`config.mk`:
```
export PLATFORM = sky130hd
export DESIGN_NAME = mips_multicycle_ctrl
export DESIGN_NICKNAME = d
export VERILOG_FILES = /design/src/rtl/mips_ctrl_pkg.sv /design/src/rtl/mips_multicycle_ctrl_ack_watchdog.sv /design/src/rtl/mips_multicycle_ctrl.sv
export SDC_FILE = /design/constraint.sdc
export NUM_CORES = 1
export LEC_CHECK = 0
export BUFFER_PORTS_ARGS = -buffer_cell sky130_fd_sc_hd__clkbuf_2
export CAP_MARGIN = 25
export CORE_UTILIZATION = 43
export CTS_CLUSTER_SIZE = 8
export DETAILED_ROUTE_END_ITERATION = 8
export PLACE_DENSITY_LB_ADDON = 0.05
export SYNTH_ARGS = -nofsm -noshare
export SYNTH_HDL_FRONTEND = slang
export SYNTH_HIERARCHICAL = 1
export SYNTH_SLANG_ARGS = --single-unit
```
`constraint.sdc`:
```
create_clock -name clk -period 2.6 [get_ports clk]
set_input_delay 0.78 -clock clk [delete_from_list [all_inputs] [get_ports clk]]
set_output_delay 0.78 -clock clk [all_outputs]
set_load 0.05 [all_outputs]
```
`src/rtl/mips_ctrl_pkg.sv`:
```
// rtl/mips_ctrl_pkg.sv - shared types, opcode constants and opcode classifier for the multi-cycle control FSM
package mips_ctrl_pkg;

  typedef enum logic [2:0] {
    S_FETCH  = 3'd0,
    S_DECODE = 3'd1,
    S_EXEC   = 3'd2,
    S_MEM    = 3'd3,
    S_WB     = 3'd4,
    S_HALT   = 3'd5
  } state_t;

  localparam logic [5:0] OP_RTYPE = 6'b000000;
  localparam logic [5:0] OP_ADDI  = 6'b001000;
  localparam logic [5:0] OP_LW    = 6'b100011;
  localparam logic [5:0] OP_SW    = 6'b101011;
  localparam logic [5:0] OP_BEQ   = 6'b000100;
  localparam logic [5:0] OP_J     = 6'b000010;

  localparam logic [5:0] FN_ADDU  = 6'b100001;
  localparam logic [5:0] FN_SUBU  = 6'b100011;

  localparam logic [11:0] ADD_OP  = {OP_RTYPE, FN_ADDU};
  localparam logic [11:0] SUB_OP  = {OP_RTYPE, FN_SUBU};
  localparam logic [11:0] ADDI_OP = {OP_ADDI, 6'b000000};

  typedef enum logic [1:0] {
    PC_SRC_ALU    = 2'b00,
    PC_SRC_ALUOUT = 2'b01,
    PC_SRC_JUMP   = 2'b10
  } pc_src_t;

  typedef enum logic [1:0] {
    SRC_B_RT      = 2'b00,
    SRC_B_FOUR    = 2'b01,
    SRC_B_IMM     = 2'b10,
    SRC_B_IMM_SH2 = 2'b11
  } alu_src_b_t;

  typedef enum logic [2:0] {
    CLS_ADDU, CLS_ADDI, CLS_LW, CLS_SW, CLS_BEQ, CLS_J, CLS_ILLEGAL
  } op_class_t;

  function automatic op_class_t classify(input logic [5:0] opcode, input logic [5:0] func);
    case (opcode)
      OP_RTYPE: return (func == FN_ADDU) ? CLS_ADDU : CLS_ILLEGAL;
      OP_ADDI:  return CLS_ADDI;
      OP_LW:    return CLS_LW;
      OP_SW:    return CLS_SW;
      OP_BEQ:   return CLS_BEQ;
      OP_J:     return CLS_J;
      default:  return CLS_ILLEGAL;
    endcase
  endfunction

endpackage

```
`src/rtl/mips_multicycle_ctrl_ack_watchdog.sv`:
```
// rtl/mips_multicycle_ctrl_ack_watchdog.sv - memory handshake watchdog counting unacknowledged request cycles
module ack_watchdog #(
  parameter int ACK_TIMEOUT = 255
) (
  input  logic clk,
  input  logic rst,
  input  logic active,
  input  logic mem_ack,
  output logic expired
);

  logic [7:0] count;

  // Leaving FETCH/MEM always passes through an ack or an idle state, so either one clears the count.
  always_ff @(posedge clk or posedge rst) begin
    if (rst) begin
      count <= '0;
    end else if (!active || mem_ack) begin
      count <= '0;
    end else begin
      count <= count + 8'd1;
    end
  end

  assign expired = active && !mem_ack && (count == 8'(ACK_TIMEOUT));

endmodule

```
`src/rtl/mips_multicycle_ctrl.sv`:
```
// rtl/mips_multicycle_ctrl.sv - multi-cycle MIPS control FSM driving all datapath strobes
module mips_multicycle_ctrl
  import mips_ctrl_pkg::*;
#(
  parameter int ACK_TIMEOUT = 255
) (
  input  logic        clk,
  input  logic        rst,
  input  logic [5:0]  opcode,
  input  logic [5:0]  func,
  input  logic        zero,
  input  logic        mem_ack,
  output logic        mem_req,
  output logic        mem_we,
  output logic        mem_iord,
  output logic        ir_we,
  output logic        pc_we,
  output logic [1:0]  pc_src,
  output logic        reg_we,
  output logic        reg_dst,
  output logic        mem_to_reg,
  output logic        alu_src_a,
  output logic [1:0]  alu_src_b,
  output logic [11:0] alu_control,
  output logic [2:0]  state_o,
  output logic        illegal,
  output logic        bus_err
);

  state_t    state, state_next;
  op_class_t cls_q, cls_dec;
  logic      bus_err_q;
  logic      wd_active, wd_expired;

  assign cls_dec   = classify(opcode, func);
  assign wd_active = (state == S_FETCH) || (state == S_MEM);

  ack_watchdog #(.ACK_TIMEOUT(ACK_TIMEOUT)) u_watchdog (
    .clk     (clk),
    .rst     (rst),
    .active  (wd_active),
    .mem_ack (mem_ack),
    .expired (wd_expired)
  );

  always_ff @(posedge clk or posedge rst) begin
    if (rst) begin
      state     <= S_FETCH;
      cls_q     <= CLS_ILLEGAL;
      bus_err_q <= 1'b0;
    end else begin
      state <= state_next;
      if (state == S_DECODE) cls_q <= cls_dec;
      if (state_next == S_HALT) bus_err_q <= 1'b1;
    end
  end

  always_comb begin
    state_next  = state;
    mem_req     = 1'b0;
    mem_we      = 1'b0;
    mem_iord    = 1'b0;
    ir_we       = 1'b0;
    pc_we       = 1'b0;
    pc_src      = PC_SRC_ALU;
    reg_we      = 1'b0;
    reg_dst     = 1'b0;
    mem_to_reg  = 1'b0;
    alu_src_a   = 1'b0;
    alu_src_b   = SRC_B_RT;
    alu_control = ADD_OP;
    illegal     = 1'b0;
    case (state)
      S_FETCH: begin
        mem_req   = 1'b1;
        alu_src_b = SRC_B_FOUR;
        if (mem_ack) begin
          ir_we      = 1'b1;
          pc_we      = 1'b1;
          state_next = S_DECODE;
        end else if (wd_expired) begin
          state_next = S_HALT;
        end
      end
      S_DECODE: begin
        alu_src_b = SRC_B_IMM_SH2;
        case (cls_dec)
          CLS_J: begin
            pc_we      = 1'b1;
            pc_src     = PC_SRC_JUMP;
            state_next = S_FETCH;
          end
          CLS_ILLEGAL: begin
            illegal    = 1'b1;
            state_next = S_FETCH;
          end
          default: state_next = S_EXEC;
        endcase
      end
      S_EXEC: begin
        alu_src_a = 1'b1;
        case (cls_q)
          CLS_ADDU: state_next = S_WB;
          CLS_ADDI: begin
            alu_src_b   = SRC_B_IMM;
            alu_control = ADDI_OP;
            state_next  = S_WB;
          end
          CLS_LW, CLS_SW: begin
            alu_src_b  = SRC_B_IMM;
            state_next = S_MEM;
          end
          CLS_BEQ: begin
            alu_control = SUB_OP;
            pc_src      = PC_SRC_ALUOUT;
            pc_we       = zero;
            state_next  = S_FETCH;
          end
          default: state_next = S_FETCH;
        endcase
      end
      S_MEM: begin
        mem_req  = 1'b1;
        mem_iord = 1'b1;
        mem_we   = (cls_q == CLS_SW);
        if (mem_ack) begin
          state_next = (cls_q == CLS_LW) ? S_WB : S_FETCH;
        end else if (wd_expired) begin
          state_next = S_HALT;
        end
      end
      S_WB: begin
        reg_we     = 1'b1;
        reg_dst    = (cls_q == CLS_ADDU);
        mem_to_reg = (cls_q == CLS_LW);
        state_next = S_FETCH;
      end
      S_HALT:  state_next = S_HALT;
      default: state_next = S_FETCH;
    endcase
    // Reset kills any in-flight request immediately; the memory side discards it.
    if (rst) begin
      mem_req     = 1'b0;
      mem_we      = 1'b0;
      mem_iord    = 1'b0;
      ir_we       = 1'b0;
      pc_we       = 1'b0;
      pc_src      = 2'b00;
      reg_we      = 1'b0;
      reg_dst     = 1'b0;
      mem_to_reg  = 1'b0;
      alu_src_a   = 1'b0;
      alu_src_b   = 2'b00;
      alu_control = 12'd0;
      illegal     = 1'b0;
    end
  end

  assign state_o = rst ? 3'd0 : state;
  assign bus_err = bus_err_q;

endmodule

```
==> results of run 1 <==
==> worst paths after layout <==
| path | endpoint | slack [ns] |
|---|---|---|
| worst min register to register | u_watchdog/count[0]$_DFF_PP0_ | 0.48 |
| min in group asynchronous | state[0]$_DFF_PP0_ | 0.62 |
| max in group asynchronous | cls_q[1]$_DFFE_PP1N_ | 1.59 |
| worst max register to register | bus_err$_DFFE_PP0N_ | 0.15 |
| worst min-delay path | u_watchdog/count[0]$_DFF_PP0_ | 0.48 |
| worst max-delay path | illegal | -0.18 |
==> stage by stage <==
step	hold slack [ns]	cell area (sq um)	utilization	total power [mW]
floorplan	0.451	1290	-	0.306
global placement	0.445	1590	0.637	0.330
detailed placement	0.465	1590	0.637	0.333
CTS	0.490	1700	0.682	0.478
global route	0.515	1780	0.710	0.498
finish	0.483	1780	0.710	0.477
==> worst max-delay path: stages <==
cell and delay, ns:
buf_6 0.09, or4b_4 0.55, o21ai_4 0.17, and2_4 0.19, nor4_4 0.04, clkbuf_8 0.18
==> layer usage <==
| layer | global-route usage | vias up | routed length (um) |
|---|---|---|---|
| met5 | 0 | - | 0 |
| met4 | 0.0526 | 0 | 58 |
| met3 | 0.0508 | 6 | 166 |
| met2 | 0.401 | 54 | 1460 |
| met1 | 0.245 | 573 | 1240 |
| li1 | - | 609 | - |
==> state kept, by name, summed over array words and instances (netlist names) <==
register / count
u_watchdog/count: 8
state: 3
cls_q: 3
bus_err: 1
==> placed cells by master, fill, tap and decap left out, drive strengths merged, types with 2 or more instances in the layout <==
cell type,instances
nand2b,4
clkbuf,30
a31oi,2
nor4,2
nand2,7
and4,2
conb,8
buf,35
xor2,3
or3,4
or4b,2
a21oi,7
dfrtp,13
nor2,23
inv,7
o21ai,6
nor3,3
nor2b,4
o21a,3
dfstp,2
nand3,5
and3,6
and2,2
==> cell families after synthesis <==
logic type	after synthesis	share of synthesized area
buffers and inverters	21	0.101
XOR/XNOR	4	0.0304
other	1	0.00325
adder cells (fa/ha/maj)	1	0.0109
AND/OR/NAND/NOR	70	0.337
AO/OA/AOI/OAI	29	0.172
flip-flops	15	0.328
multiplexers	2	0.0185
==> cell type report <==
class                      count  area share
inverter                       7      0.0148
tap                           30      0.0211
clock buffer                   3      0.0127
sequential                    15       0.213
clock inverter                 1     0.00423
multi-input combinational    114       0.477
timing repair buffer          62       0.257
==> what timing repair did <==
item / in CTS / in global routing
endpoints found under the setup margin: 9 / 11
pin swaps: 6 / 4
setup buffers: 1 / 1
resized for setup: 20 / 24
==> power by group through the flow <==
| stage | Clock [mW] | Sequential, mW | Combinational (mW) |
|---|---|---|---|
| after detailed placement | 0 | 0.238 | 0.0951 |
| final | 0.138 | 0.233 | 0.106 |
| after CTS | 0.145 | 0.233 | 0.0999 |
| after global placement | 0 | 0.238 | 0.0928 |
| after global routing | 0.150 | 0.233 | 0.115 |
| after floorplan | 0 | 0.238 | 0.0681 |
==> flow_summary.toml, run 1 <==
[floorplanning]
die_area_sq_um = 2890
die_y_um = 53.8
ios = 46
coreArea_sq_um = 2500
row_count = 18
fp.dieW_um = 53.8
start_util = 0.461

[detailed_routing]
totalWireLength_um = 2920
drcViolationCount = 0
first_iter_violations = 30
ant_nets = 0
num_vias = 1242
wire_per_inst_um = 12.6
firstDrtPassIters = 4
avgViaCountPerCell = 5.35

[clock_tree]
clockRootBuffer = "clkbuf_4"
cts.htree.levels = 1
cts-buffers-inserted = 3
clkSlewWorstSetupHoldPaths_ns = 0.09
clockBufferDepth = 2
clk_latency_ns = 0.29
cts_tree = "built"
ctsHoldBuffers = 0
cts.sinks = 15

[timing]
fin_ws_ns = -0.180
skew_ns = 0.00649
hold_viol = 0
clock.fmax_ghz = 0.360
rsz0062_at_grt = "yes"
fin_crit_sh = 1.07
final_max_slew_viol_count = 0
setup-tns-final_ns = -0.617
setup_viol = 4
fin_crit_ns = 2.78

[logic_synthesis]
synth_enable_flop_cells = 0
async_flop_share = 1.00
synth_seq_cells = 15
avgSynthCellArea_sq_um = 8.06
yosysMostFrequentCell = "nor2_1"
synth_commonest_cells = "nor2_1, dfrtp_1, buf_4"
yosysUniqueCellTypes = 50
yosysWarningCount = 6
synth_cells = 143
yosysSeqAreaShare = 0.328
syn-cell-area_sq_um = 1150
netlist_top_cells_area = "dfrtp_1, nor2_1, buf_4"
synth_largest_area_cell = "dfrtp_1"
ys.flop_type = "dfrtp_1"
yosys.area.top_type_share = 0.282

[setup_path]
arrival_ns = 2.00
worst_r2r_path_depth = 10
cp-start-kind = "input port"
crit_type = "in2out"
crit_path_end_kind = "output pin"
critPathLaunch = "func[2]"
regToRegStartpoint = "state[0]$_DFF_PP0_"
critPathMaxFanout = 3
required_ns = 1.82

[global_route]
grt.total_usage = 0.217
antenna_found_initial = 0
grt_max_degree = 11
grt_pass1_wl_um = 4560
grt_pass1_vias = 1108
grt.overflow.total = 0

[layout]
finalNetCount = 220
n_antenna_cell = 0
multi_input_area_sq_um = 847
area_delta_synth_final_pct = 54.1
instances_no_fill = 232
drive_gt1_frac = 0.485
seqCellArea_sq_um = 378
fillCellCount = 210

[outcome]
violations = "setup timing"
status = "complete, but fails checks"

[power]
seqPwrFrac = 0.489
clockPowerShare = 0.289
p_int_mw = 0.328
p_leak_nw = 0.798
switchingPower_mw = 0.149
powerDensity_nw_per_um2 = 269
p_sw_frac = 0.312
power_frac_comb = 0.222
vdd.ir_drop.worst_mv = 0.327

[hold_path]
worstHoldStart = "u_watchdog/count[0]$_DFF_PP0_"
hp-class = "reg2reg"
hold_depth = 1

[place]
port_buffers = 37
dp_hpwl_um = 2390
pre_cts_ws_ns = -0.396
place.gp.congestion = 0.835
dp.cells = 226

[job]
drv_cap = 0
Note: power is estimated with default switching activity, not from simulation.
==> run 2: changes to the inputs <==
SETUP_SLACK_MARGIN = 0.5   (was default)
==> run 2 against run 1 <==
- clock skew shrank 0.0022 ns
- wire length grew 130%
- non-clock buffer count grew 23
- fmax shrank 6.7%
- register-to-register slack gained 0.03 ns
- largest power group unchanged
- design area grew 35%
- worst hold slack gained 0.018 ns
- clock-buffer cell count is the same
- die area is the same
- the run still ends with setup timing left
- core utilization grew 25 points
- combinational power grew 30%
- sequential power is essentially flat
==> flow_summary.toml, run 2 (synthesized netlist as in run 1, its figures left out) <==
[clock_tree]
cts-buffers-inserted = 3
clk_latency_ns = 0.30
clkSlewWorstSetupHoldPaths_ns = 0.09
ctsHoldBuffers = 0
cts.sinks = 15
clockRootBuffer = "clkbuf_4"
cts_tree = "built"
clockBufferDepth = 2
cts.htree.levels = 1

[global_route]
grt.overflow.total = 0
grt_pass1_vias = 1341
grt_max_degree = 14
grt.total_usage = 0.357
antenna_found_initial = 0
grt_pass1_wl_um = 7020

[layout]
reg_top3 = "u_watchdog/count x8, cls_q x3, state x3"
area_delta_synth_final_pct = 107
final_cell_mix = "buf_4, buf_6, buf_8"
n_antenna_cell = 0
regMostFlops = "u_watchdog/count"
largest_reg_flops = 8
drive_gt1_frac = 0.609
finalNetCount = 243
instances_no_fill = 255
layout_commonest_cell = "buf_4"

[floorplanning]
die_area_sq_um = 2890
fp.dieW_um = 53.8
coreArea_sq_um = 2500
row_count = 18
ios = 46
start_util = 0.461
die_y_um = 53.8

[setup_path]
required_ns = 1.82
arrival_ns = 2.20
crit_type = "in2out"
cp-start-kind = "input port"
critPathMaxFanout = 6
crit_path_end_kind = "output pin"

[timing]
tightest_slew_ns = 0.529
clock.fmax_ghz = 0.336
setup-tns-final_ns = -1.34
setup_viol = 12
rsz0062_at_grt = "yes"
fin_ws_ns = -0.378
fin_crit_ns = 2.98
fin_crit_sh = 1.15
hold_viol = 0
slew_headroom = 0.646
final_max_slew_viol_count = 0
skew_ns = 0.00431

[place]
place.gp.congestion = 0.897
dp_hpwl_um = 2450
port_buffers = 37
dp.cells = 227
pre_cts_ws_ns = -0.335

[job]
drv_cap = 0

[detailed_routing]
totalWireLength_um = 6840
drcViolationCount = 0
first_iter_violations = 128
num_vias = 1686
ant_nets = 0
firstDrtPassIters = 5
wire_per_inst_um = 26.8
avgViaCountPerCell = 6.61

[outcome]
violations = "setup timing"
status = "complete, but fails checks"

[power]
powerDensity_nw_per_um2 = 216
p_leak_nw = 1.04
vdd.ir_drop.worst_mv = 0.468
p_total_mw = 0.516

[hold_path]
hp-class = "reg2reg"
## run 2: final timing paths
check | slack, ns | startpoint | endpoint | depth (start not counted)
worst min register to register | 0.50 | u_watchdog/count[0]$_DFF_PP0_ | u_watchdog/count[0]$_DFF_PP0_ | 1
worst min-delay path | 0.50 | u_watchdog/count[0]$_DFF_PP0_ | u_watchdog/count[0]$_DFF_PP0_ | 1
worst max register to register | 0.18 | state[0]$_DFF_PP0_ | bus_err$_DFFE_PP0N_ | 11
worst max-delay path | -0.38 | opcode[1] | illegal | 6
max in group asynchronous | 1.56 | rst | cls_q[2]$_DFFE_PP1N_ | 6
min in group asynchronous | 0.77 | rst | u_watchdog/count[6]$_DFF_PP0_ | 5
## run 2: final cells by class
class	instances	area, sq um
tap	30	37.5
sequential	15	378
fill	59	110
timing repair buffer	85	936
clock inverter	1	5.00
clock buffer	3	22.5
inverter	7	32.5
multi-input combinational	114	978
## run 2: repair_timing
item | CTS | global route
endpoints found under the setup margin | 24 | 25
pin swaps | 18 | 12
resized for setup | 90 | 29
buffers inserted | 12 | 12
## run 2: power breakdown
part           internal, mW  switching (mW)
clock network        0.0575          0.0871
registers             0.233               0
logic                0.0511          0.0869
## run 2: stage by stage
step | area, sq um | hold WS, ns | util
final | 2390 | 0.501 | 0.956
after global routing | 2390 | 0.521 | 0.956
after CTS | 2230 | 0.479 | 0.892
after detailed placement | 1680 | 0.455 | 0.672
after global placement | 1680 | 0.446 | 0.672
after floorplan | 1380 | 0.451 | -
## run 2: worst max-delay path, cell delays in order
cell	delay, ns
clkbuf_2	0.13
and3_1	0.20
a22oi_1	0.36
nor2_1	0.19
nor4_4	0.30
clkbuf_8	0.23
## run 2: metal layers
metal	wire [um]	track usage
met1	2270	0.435
met2	3160	0.599
met3	839	0.0904
met4	568	0.132
met5	0	0
